**config.mk**
```make
export PLATFORM = sky130hd
export DESIGN_NAME = usb_rx_phy
export DESIGN_NICKNAME = d
export VERILOG_FILES = /design/src/rtl/usb_rx_phy.sv
export SDC_FILE = /design/constraint.sdc
export NUM_CORES = 1
export LEC_CHECK = 0
export ABC_AREA = 1
export CAP_MARGIN = 10
export CELL_PAD_IN_SITES_DETAIL_PLACEMENT = 2
export CELL_PAD_IN_SITES_GLOBAL_PLACEMENT = 2
export CORE_ASPECT_RATIO = 1.5
export CORE_MARGIN = 4
export CORE_UTILIZATION = 41
export DETAILED_ROUTE_END_ITERATION = 12
export DONT_BUFFER_PORTS = 1
export PLACE_DENSITY_LB_ADDON = 0.1
export SYNTH_ARGS = -nofsm -noshare
export SYNTH_HDL_FRONTEND = slang
export SYNTH_SLANG_ARGS = --single-unit
```
**constraint.sdc**
```tcl
create_clock -name clk_48mhz -period 3.95 [get_ports clk_48mhz]
set_input_delay 0.79 -clock clk_48mhz [delete_from_list [all_inputs] [get_ports clk_48mhz]]
set_output_delay 0.79 -clock clk_48mhz [all_outputs]
set_load 0.01 [all_outputs]
```
**src/rtl/usb_rx_phy.sv**
```systemverilog
// Full-speed USB receive front end: pad synchroniser, 4x DPLL, NRZI decode, bit destuffing,
// SYNC/EOP detection and byte assembly. Define USB_RX_BUS_RESET_EN to enable long-SE0 bus_reset.
module usb_rx_phy #(
    parameter int BUS_RESET_CYCLES = 120
) (
    input  logic       clk_48mhz,
    input  logic       reset_n,
    input  logic       usb_p_rx,
    input  logic       usb_n_rx,
    output logic [1:0] line_state,
    output logic       rx_active,
    output logic       rx_pkt_start,
    output logic [7:0] rx_data,
    output logic       rx_valid,
    output logic       rx_pkt_end,
    output logic       rx_err,
    output logic       bus_reset
);
    localparam logic [1:0] LS_J   = 2'b10;
    localparam logic [1:0] LS_K   = 2'b01;
    localparam logic [1:0] LS_SE0 = 2'b00;

    typedef enum logic [2:0] {
        ST_IDLE     = 3'd0,
        ST_SYNC     = 3'd1,
        ST_DATA     = 3'd2,
        ST_EOP_WAIT = 3'd3,
        ST_ERROR    = 3'd4
    } state_t;

    logic [1:0] meta_r;
    logic [1:0] ls_r;
    logic [1:0] ls_prev_r;
    logic [1:0] phase_r;
    logic [1:0] phase_s;

    state_t     state_r,    state_s;
    logic       prev_dp_r,  prev_dp_s;
    logic [2:0] zero_cnt_r, zero_cnt_s;
    logic [2:0] ones_cnt_r, ones_cnt_s;
    logic [2:0] bit_cnt_r,  bit_cnt_s;
    logic [2:0] j_cnt_r,    j_cnt_s;
    logic [6:0] shift_r,    shift_s;
    logic [7:0] data_r,     data_s;
    logic       active_r,   active_s;
    logic       start_r,    start_s;
    logic       valid_r,    valid_s;
    logic       end_r,      end_s;
    logic       err_r,      err_s;

    logic       sample_s;
    logic       bit_s;
    logic       se0_s;

    // Two-flop synchroniser, one cycle of line-state history and the DPLL phase counter
    always_ff @(posedge clk_48mhz or negedge reset_n) begin
        if (!reset_n) begin
            meta_r    <= LS_J;
            ls_r      <= LS_J;
            ls_prev_r <= LS_J;
            phase_r   <= 2'd0;
        end else begin
            meta_r    <= {usb_p_rx, usb_n_rx};
            ls_r      <= meta_r;
            ls_prev_r <= ls_r;
            phase_r   <= phase_s;
        end
    end

    // A dp edge seen one stage early realigns the phase so sampling lands mid-cell
    always_comb begin
        if ((meta_r[1] != ls_r[1]) && (meta_r != LS_SE0)) begin
            phase_s = 2'd0;
        end else begin
            phase_s = phase_r + 2'd1;
        end
    end

    assign sample_s = (phase_r == 2'd2);
    assign se0_s    = (ls_r == LS_SE0);
    assign bit_s    = (ls_r[1] == prev_dp_r);

    // Packet FSM state and registered outputs
    always_ff @(posedge clk_48mhz or negedge reset_n) begin
        if (!reset_n) begin
            state_r    <= ST_IDLE;
            prev_dp_r  <= 1'b1;
            zero_cnt_r <= 3'd0;
            ones_cnt_r <= 3'd0;
            bit_cnt_r  <= 3'd0;
            j_cnt_r    <= 3'd0;
            shift_r    <= 7'd0;
            data_r     <= 8'd0;
            active_r   <= 1'b0;
            start_r    <= 1'b0;
            valid_r    <= 1'b0;
            end_r      <= 1'b0;
            err_r      <= 1'b0;
        end else begin
            state_r    <= state_s;
            prev_dp_r  <= prev_dp_s;
            zero_cnt_r <= zero_cnt_s;
            ones_cnt_r <= ones_cnt_s;
            bit_cnt_r  <= bit_cnt_s;
            j_cnt_r    <= j_cnt_s;
            shift_r    <= shift_s;
            data_r     <= data_s;
            active_r   <= active_s;
            start_r    <= start_s;
            valid_r    <= valid_s;
            end_r      <= end_s;
            err_r      <= err_s;
        end
    end

    // Next-state, decode, destuff and byte assembly
    always_comb begin
        state_s    = state_r;
        zero_cnt_s = zero_cnt_r;
        ones_cnt_s = ones_cnt_r;
        bit_cnt_s  = bit_cnt_r;
        j_cnt_s    = j_cnt_r;
        shift_s    = shift_r;
        data_s     = data_r;
        active_s   = active_r;
        start_s    = 1'b0;
        valid_s    = 1'b0;
        end_s      = 1'b0;
        err_s      = 1'b0;

        // Idle holds the NRZI reference at J so the first SYNC K decodes as a zero
        if (sample_s) begin
            prev_dp_s = ls_r[1];
        end else if (state_r == ST_IDLE) begin
            prev_dp_s = 1'b1;
        end else begin
            prev_dp_s = prev_dp_r;
        end

        case (state_r)
            ST_IDLE: begin
                zero_cnt_s = 3'd0;
                active_s   = 1'b0;
                if (sample_s && (ls_r == LS_K)) begin
                    state_s = ST_SYNC;
                end else begin
                    state_s = ST_IDLE;
                end
            end
            ST_SYNC: begin
                if (!sample_s) begin
                    state_s = ST_SYNC;
                end else if (se0_s) begin
                    state_s = ST_IDLE;
                end else if (!bit_s) begin
                    zero_cnt_s = (zero_cnt_r == 3'd7) ? 3'd7 : zero_cnt_r + 3'd1;
                end else if (zero_cnt_r >= 3'd5) begin
                    state_s    = ST_DATA;
                    start_s    = 1'b1;
                    active_s   = 1'b1;
                    ones_cnt_s = 3'd0;
                    bit_cnt_s  = 3'd0;
                end else begin
                    state_s = ST_IDLE;
                end
            end
            ST_DATA: begin
                if (!sample_s) begin
                    state_s = ST_DATA;
                end else if (se0_s) begin
                    end_s    = 1'b1;
                    err_s    = (bit_cnt_r != 3'd0);
                    active_s = 1'b0;
                    state_s  = ST_EOP_WAIT;
                end else if (ones_cnt_r == 3'd6) begin
                    if (bit_s) begin
                        err_s    = 1'b1;
                        active_s = 1'b0;
                        j_cnt_s  = 3'd0;
                        state_s  = ST_ERROR;
                    end else begin
                        ones_cnt_s = 3'd0;
                    end
                end else begin
                    shift_s    = {bit_s, shift_r[6:1]};
                    ones_cnt_s = bit_s ? ones_cnt_r + 3'd1 : 3'd0;
                    if (bit_cnt_r == 3'd7) begin
                        data_s    = {bit_s, shift_r};
                        valid_s   = 1'b1;
                        bit_cnt_s = 3'd0;
                    end else begin
                        bit_cnt_s = bit_cnt_r + 3'd1;
                    end
                end
            end
            ST_EOP_WAIT: begin
                if (ls_r == LS_J) begin
                    state_s = ST_IDLE;
                end else begin
                    state_s = ST_EOP_WAIT;
                end
            end
            ST_ERROR: begin
                if ((ls_prev_r == LS_SE0) && (ls_r == LS_J)) begin
                    state_s = ST_IDLE;
                end else if (!sample_s) begin
                    state_s = ST_ERROR;
                end else if (ls_r == LS_J) begin
                    if (j_cnt_r == 3'd7) begin
                        state_s = ST_IDLE;
                    end else begin
                        j_cnt_s = j_cnt_r + 3'd1;
                    end
                end else begin
                    j_cnt_s = 3'd0;
                end
            end
            default: begin
                state_s  = ST_IDLE;
                active_s = 1'b0;
            end
        endcase
    end

    assign line_state   = ls_r;
    assign rx_active    = active_r;
    assign rx_pkt_start = start_r;
    assign rx_data      = data_r;
    assign rx_valid     = valid_r;
    assign rx_pkt_end   = end_r;
    assign rx_err       = err_r;

`ifdef USB_RX_BUS_RESET_EN
    localparam int SE0_W = $clog2(BUS_RESET_CYCLES + 1);
    localparam logic [SE0_W-1:0] SE0_MAX = SE0_W'(BUS_RESET_CYCLES);
    localparam logic [SE0_W-1:0] SE0_ONE = SE0_W'(1);

    logic [SE0_W-1:0] se0_cnt_r;
    logic             bus_reset_r;

    // Saturating SE0 run counter; flag rises when the run reaches the threshold
    always_ff @(posedge clk_48mhz or negedge reset_n) begin
        if (!reset_n) begin
            se0_cnt_r   <= '0;
            bus_reset_r <= 1'b0;
        end else if (ls_r == LS_SE0) begin
            if (se0_cnt_r != SE0_MAX) begin
                se0_cnt_r <= se0_cnt_r + SE0_ONE;
            end else begin
                se0_cnt_r <= se0_cnt_r;
            end
            bus_reset_r <= bus_reset_r || (se0_cnt_r == (SE0_MAX - SE0_ONE));
        end else begin
            se0_cnt_r   <= '0;
            bus_reset_r <= 1'b0;
        end
    end

    assign bus_reset = bus_reset_r;
`else
    assign bus_reset = 1'b0 & (BUS_RESET_CYCLES < 0);
`endif

endmodule

```
==> results of run 1 <==
per-stage QoR:
stage	power, W	cells
final	0.001013	346
after global routing	0.001093	346
after CTS	0.001027	346
after detailed placement	0.0007529	338
after global placement	0.0007432	338
after floorplan	0.0006862	271
cell type report:
type / instances / area [µm²] / area share
clock buffers: 7 / 76.32 / 0.03135
flip-flops and latches: 44 / 1106 / 0.4543
inverters: 28 / 107.6 / 0.04419
well taps: 70 / 87.58 / 0.03597
multi-input cells: 196 / 1052 / 0.4322
clock inverters: 1 / 5.005 / 0.002055
Yosys cell counts (2+ instances only):
master	number
nor3_1	3
dfrtp_1	40
nor2_8	2
a21oi_1	6
nand2_2	4
nor2_4	4
nand2_1	92
nand3_1	16
inv_1	19
nand3b_1	2
nand3_2	3
nand4_1	2
nor2_2	3
ha_1	10
o21ai_2	7
nor2_1	21
inv_2	7
o21ai_0	12
nand2_4	3
dfstp_2	4
routing by layer:
layer | vias to the layer above | GRT usage | routed length [µm]
met1 | 883 | 0.2087 | 2302
met4 | 0 | 0.04962 | 76
met5 | - | 0 | 0
met2 | 17 | 0.3456 | 3086
li1 | 863 | - | -
met3 | 5 | 0.03539 | 133
critical path: stages, from the launching register on:
cell     delay, ps
dfrtp_1        380
inv_1           60
ha_1           290
inv_2          140
nor2_4         180
inv_2          100
nor2_8         210
nand2_4        190
nand2_1        160
o21ai_2         80
power by group:
part           internal, W  total, W  switching (W)
combinational    0.0000702  0.000235       0.000165
sequential        0.000472  0.000504      0.0000314
clock             0.000124  0.000274       0.000150
sequential cells by signal (all words and copies together) (netlist names):
register and count:
zero_cnt_r 3, rx_pkt_start 1, rx_pkt_end 1, shift_r 7, meta_r 2, j_cnt_r 3, bit_cnt_r 3, rx_data 8
ones_cnt_r 3, ls_prev_r 2, state_r 3, prev_dp_r 1, phase_r 2, line_state 2, rx_err 1, rx_valid 1
rx_active 1
cell families after synthesis:
group	after synthesis
buffers and inverters	31
AO/OA/AOI/OAI	28
AND/OR/NAND/NOR	156
flip-flops	44
other	1
XOR/XNOR	1
adder cells (fa/ha/maj)	10
worst max-delay path by stage:
stage	end	cells after the start
after global routing	rx_data[7]	9
after detailed placement	rx_data[7]	9
after CTS	rx_data[7]	9
after global placement	rx_data[7]	9
after floorplan	rx_data[7]	10
final	rx_data[7]	9
==> impl_metrics.ini, run 1 <==
[floorplanning]
initial_core_util = 0.4201
rows = 33
die_area_um2 = 6869
io-pin-count = 20
die_h_um = 99.53
fp.coreArea_um2 = 5450
die_w_um = 69.02

[place]
hpwlAfterDp_mm = 4.411
gp_congestion = 0.7910
place_ws_ps = 2009
port_buffers = 0
place_area_um2 = 2354

[yosys]
synth.distinct_cells = 31
synth_area_leaders = dfrtp_1 (44%), nand2_1 (15%), ha_1 (5.5%), dfstp_2 (4.6%), nand3_1 (3.5%)
syn_area_um2 = 2290
ys_seq_elements = 44
yosys_warnings = 0
synth_top_family_by_area = simple AND/OR/NAND/NOR gates
synth-simple-area-share = 0.3257
synth_flop_cell = dfrtp_1
synthCells = 271
synth_compound_area_frac = 0.07377
netlist.top_cell.by_area = dfrtp_1
synth_xor_area_frac = 0.003825
avgSynthCellArea_um2 = 8.449
synthAdderAreaFrac = 0.05464
async_flop_share = 1.000
synth_nets = 285
synthMuxAreaShare = 0
seq_area_frac_synth = 0.4831
synth_top_cell_area_share = 0.4372
synth_edf_count = 0

[clocking]
cts_buffers = 5
cts_tree = done
clk-insertion-delay-late_ps = 300
cts_buffer_depth = 2
htreeDepth = 2
hold_buffers = 0
path_clk_slew_ps = 80
cts_setup_buffers = 0
cts_root_buffer = clkbuf_8
cts_resized = 0
cts.sinks = 44

[hold_path]
hold_path.class = in -> async

[setup_path]
worstReg2RegEnd = rx_data[7]
end_kind = register
critPathMaxFanout = 16
r2r_cells = 9
crit_type = reg -> reg
startpoint_type = register
cp.arrival_ps = 2090
cp.required_ps = 4130
startpoint = phase_r[0]
r2r_slack_ps = 2040
reg2reg_from = phase_r[0]

[route]
vias = 1768
routed_wl_mm = 5.598
final_antenna_net_count = 0
drt_iter0_markers = 44
dr.pass1.iters = 4
routedWlPerCell_um = 16.18
drc = 0
vias_per_cell = 5.110

[finish]
final_cell_mix = nand2_1 (92), dfrtp_1 (40), nor2_1 (21), inv_1 (19), nand3_1 (16)
area_delta_synth_final_pct = 6.339
nets = 289
final_area_um2 = 2435
drive_above_1_share = 0.1594
post-route-util = 0.4467
fill_cells = 660
final_common_cell = nand2_1
diodes = 0

[sta]
skew_ps = 5.792
fmax_mhz = 524.4
setup_tns_ps = 0
post-route-period-util = 0.4828
slew_violations = 0
post-route-min-period_ps = 1907
finalWorstSetupSlack_ps = 2043
hold_violations = 0
grt_setup_unrepaired = false
setup_viol = 0
holdWs_ps = 179.8

[run]
timing.max_cap.violations = 0

[pwr]
peakVddDrop_mv = 0.3259
leakage_nw = 1.274
power.density_nw_per_um2 = 415.9

[global_route]
grt_overflow = 0
grt_max_degree = 45
grt_pass1_wl_mm = 10.08
grt.total_usage = 0.1834
grt_pass1_vias = 1994
antenna_found_initial = 0

[status]
status = complete, no violations
(Power assumes the default switching activity.)
==> run 2: changes to the inputs <==
--- a/config.mk
+++ b/config.mk
@@ -11,7 +11,7 @@
 export CELL_PAD_IN_SITES_GLOBAL_PLACEMENT = 2
 export CORE_ASPECT_RATIO = 1.5
 export CORE_MARGIN = 4
-export CORE_UTILIZATION = 41
+export CORE_UTILIZATION = 34
 export DETAILED_ROUTE_END_ITERATION = 12
 export DONT_BUFFER_PORTS = 1
 export PLACE_DENSITY_LB_ADDON = 0.1
==> constraint.sdc (replaced) <==
create_clock -name clk_48mhz -period 1.7 [get_ports clk_48mhz]
set_input_delay 0.34 -clock clk_48mhz [delete_from_list [all_inputs] [get_ports clk_48mhz]]
set_output_delay 0.34 -clock clk_48mhz [all_outputs]
set_load 0.01 [all_outputs]
==> run 2 against run 1 <==
Compared with the run above: sequential power is 130% higher; hold slack worse by 150 ps; utilization is 5.4 points lower; sequential share of layout area is 2.2 points lower; combinational power is 150% higher; sequential cell count stayed put; non-clock buffer count is 7 higher; largest cell class unchanged; worst setup slack worse by 1900 ps; cell count is 3.8% higher; die area is 18% higher; final area is 5.4% higher.
==> impl_metrics.ini, run 2 (synthesized netlist as in run 1, its figures left out) <==
[status]
status = complete, no violations

[global_route]
grt_max_degree = 45
grt_pass1_vias = 1943
grt.total_usage = 0.1584
grt_overflow = 0
grt_pass1_wl_mm = 9.570
antenna_found_initial = 0

[finish]
final_common_cell = nand2_1
area_delta_synth_final_pct = 12.08
post-route-util = 0.3929
largest_register_ff_count = 8
final_cell_mix = nand2_1 (91), dfrtp_1 (38), nor2_1 (21), inv_1 (19), nand3_1 (16)
diodes = 0
fill_cells = 758
drive_above_1_share = 0.1943
nets = 296

[route]
routedWlPerCell_um = 15.53
drt_iter0_markers = 43
vias_per_cell = 4.961
final_antenna_net_count = 0
routed_wl_mm = 5.577
vias = 1781
drc = 0
dr.pass1.iters = 4

[hold_path]
hold_path.class = in -> reg

[setup_path]
worstReg2RegEnd = shift_r[0]
r2r_cells = 8
path_buf_inv = 2
r2r_slack_ps = 130
reg2reg_from = state_r[2]
critPathCapture = shift_r[0]
critPathMaxFanout = 8
crit_path_top_delay_cell = dfrtp_2
cp.arrival_ps = 1790
path_cells = inv_4 -> nand2_4 -> nor2_8 -> nand2_4 -> nor2_8 -> buf_4 -> nor2_1 -> a21oi_1
startpoint = state_r[2]
cp.required_ps = 1930
end_kind = register
cp.depth = 8
crit_type = reg -> reg
startpoint_type = register
critical_path.max_stage_delay_ps = 480
cpLargestDelayFamily = simple AND/OR/NAND/NOR gates

[pwr]
pwr-share-seq = 0.456
peakVddDrop_mv = 0.4621
swShare = 0.3313
p_comb_frac = 0.228
power.density_nw_per_um2 = 1001
p_int_w = 0.001718
p_clk_frac = 0.315
leakage_nw = 1.309
power.net_switching_w = 0.0008512

[clocking]
cts_buffer_depth = 2
cts_setup_buffers = 0
cts_buffers = 5
clk-insertion-delay-late_ps = 300
cts_tree = done
htreeDepth = 2
cts.sinks = 44
cts_root_buffer = clkbuf_8
path_clk_slew_ps = 90

[sta]
fmax_mhz = 638.5
hold_violations = 0
post-route-period-util = 0.9212
setup_viol = 0
skew_ps = 5.399
setup_tns_ps = 0
post-route-min-period_ps = 1566
slew_violations = 0

[floorplanning]
fp.coreArea_um2 = 6531
die_h_um = 108.5
rows = 36
die_area_um2 = 8138
initial_core_util = 0.3506
io-pin-count = 20
die_w_um = 75.01

[run]
timing.max_cap.violations = 0

[place]
hpwlAfterDp_mm = 4.306
gp_congestion = 0.7671
port_buffers = 0
-- run 2: per-layer routing --
layer  GRT usage  up-vias  wire (µm)
li1            -      878          -
met1      0.1768      879       2273
met2      0.2868       18       3061
met3     0.03256        6        145
met4     0.05725        0         96
met5           0        -          0
-- run 2: worst min-delay path by stage --
stage / depth (start not counted) / from / to
after global placement: 0 / reset_n / j_cnt_r[2]
final: 0 / usb_p_rx / meta_r[1]
after detailed placement: 0 / reset_n / j_cnt_r[2]
after floorplan: 0 / reset_n / bit_cnt_r[0]
after global routing: 0 / usb_p_rx / meta_r[1]
after CTS: 0 / usb_p_rx / meta_r[1]
-- run 2: repair_timing --
action                                  CTS  global route
hold endpoints to repair                 44             0
endpoints found under the setup margin    0             8
resized for setup                         0             5
hold buffers                              2             0
-- run 2: stage by stage --
step	setup WS, ps	hold WS, ps	area (µm²)	total power, W	instances
2_1_floorplan	152.8	44.41	2290	0.001594	271
3_3_place_gp	94.36	45.83	2399	0.001753	349
3_5_place_dp	81.21	45.71	2399	0.001764	349
4_1_cts	62.62	4.595	2547	0.002635	359
5_1_grt	-2.277	2.635	2566	0.002754	359
6_report	133.9	25.80	2566	0.002569	359
-- run 2: power groups by stage --
stage                     registers, W  logic, W  clock network [W]
after global placement         0.00119  0.000564                  0
after detailed placement       0.00119  0.000573                  0
after global routing           0.00118  0.000677           0.000893
final                          0.00117  0.000587           0.000810
after CTS                      0.00117  0.000608           0.000856
after floorplan                0.00118  0.000418                  0
-- run 2: area by class of cell --
type                            instances  area (µm²)  share of cell area
Multi-Input combinational cell        196        1069              0.4164
Clock inverter                          3       42.54             0.01658
Sequential cell                        44        1109              0.4320
Tap cell                               76       95.09             0.03706
Timing Repair Buffer                    7       75.07             0.02925
Inverter                               28       107.6             0.04193
Clock buffer                            5       68.82             0.02682
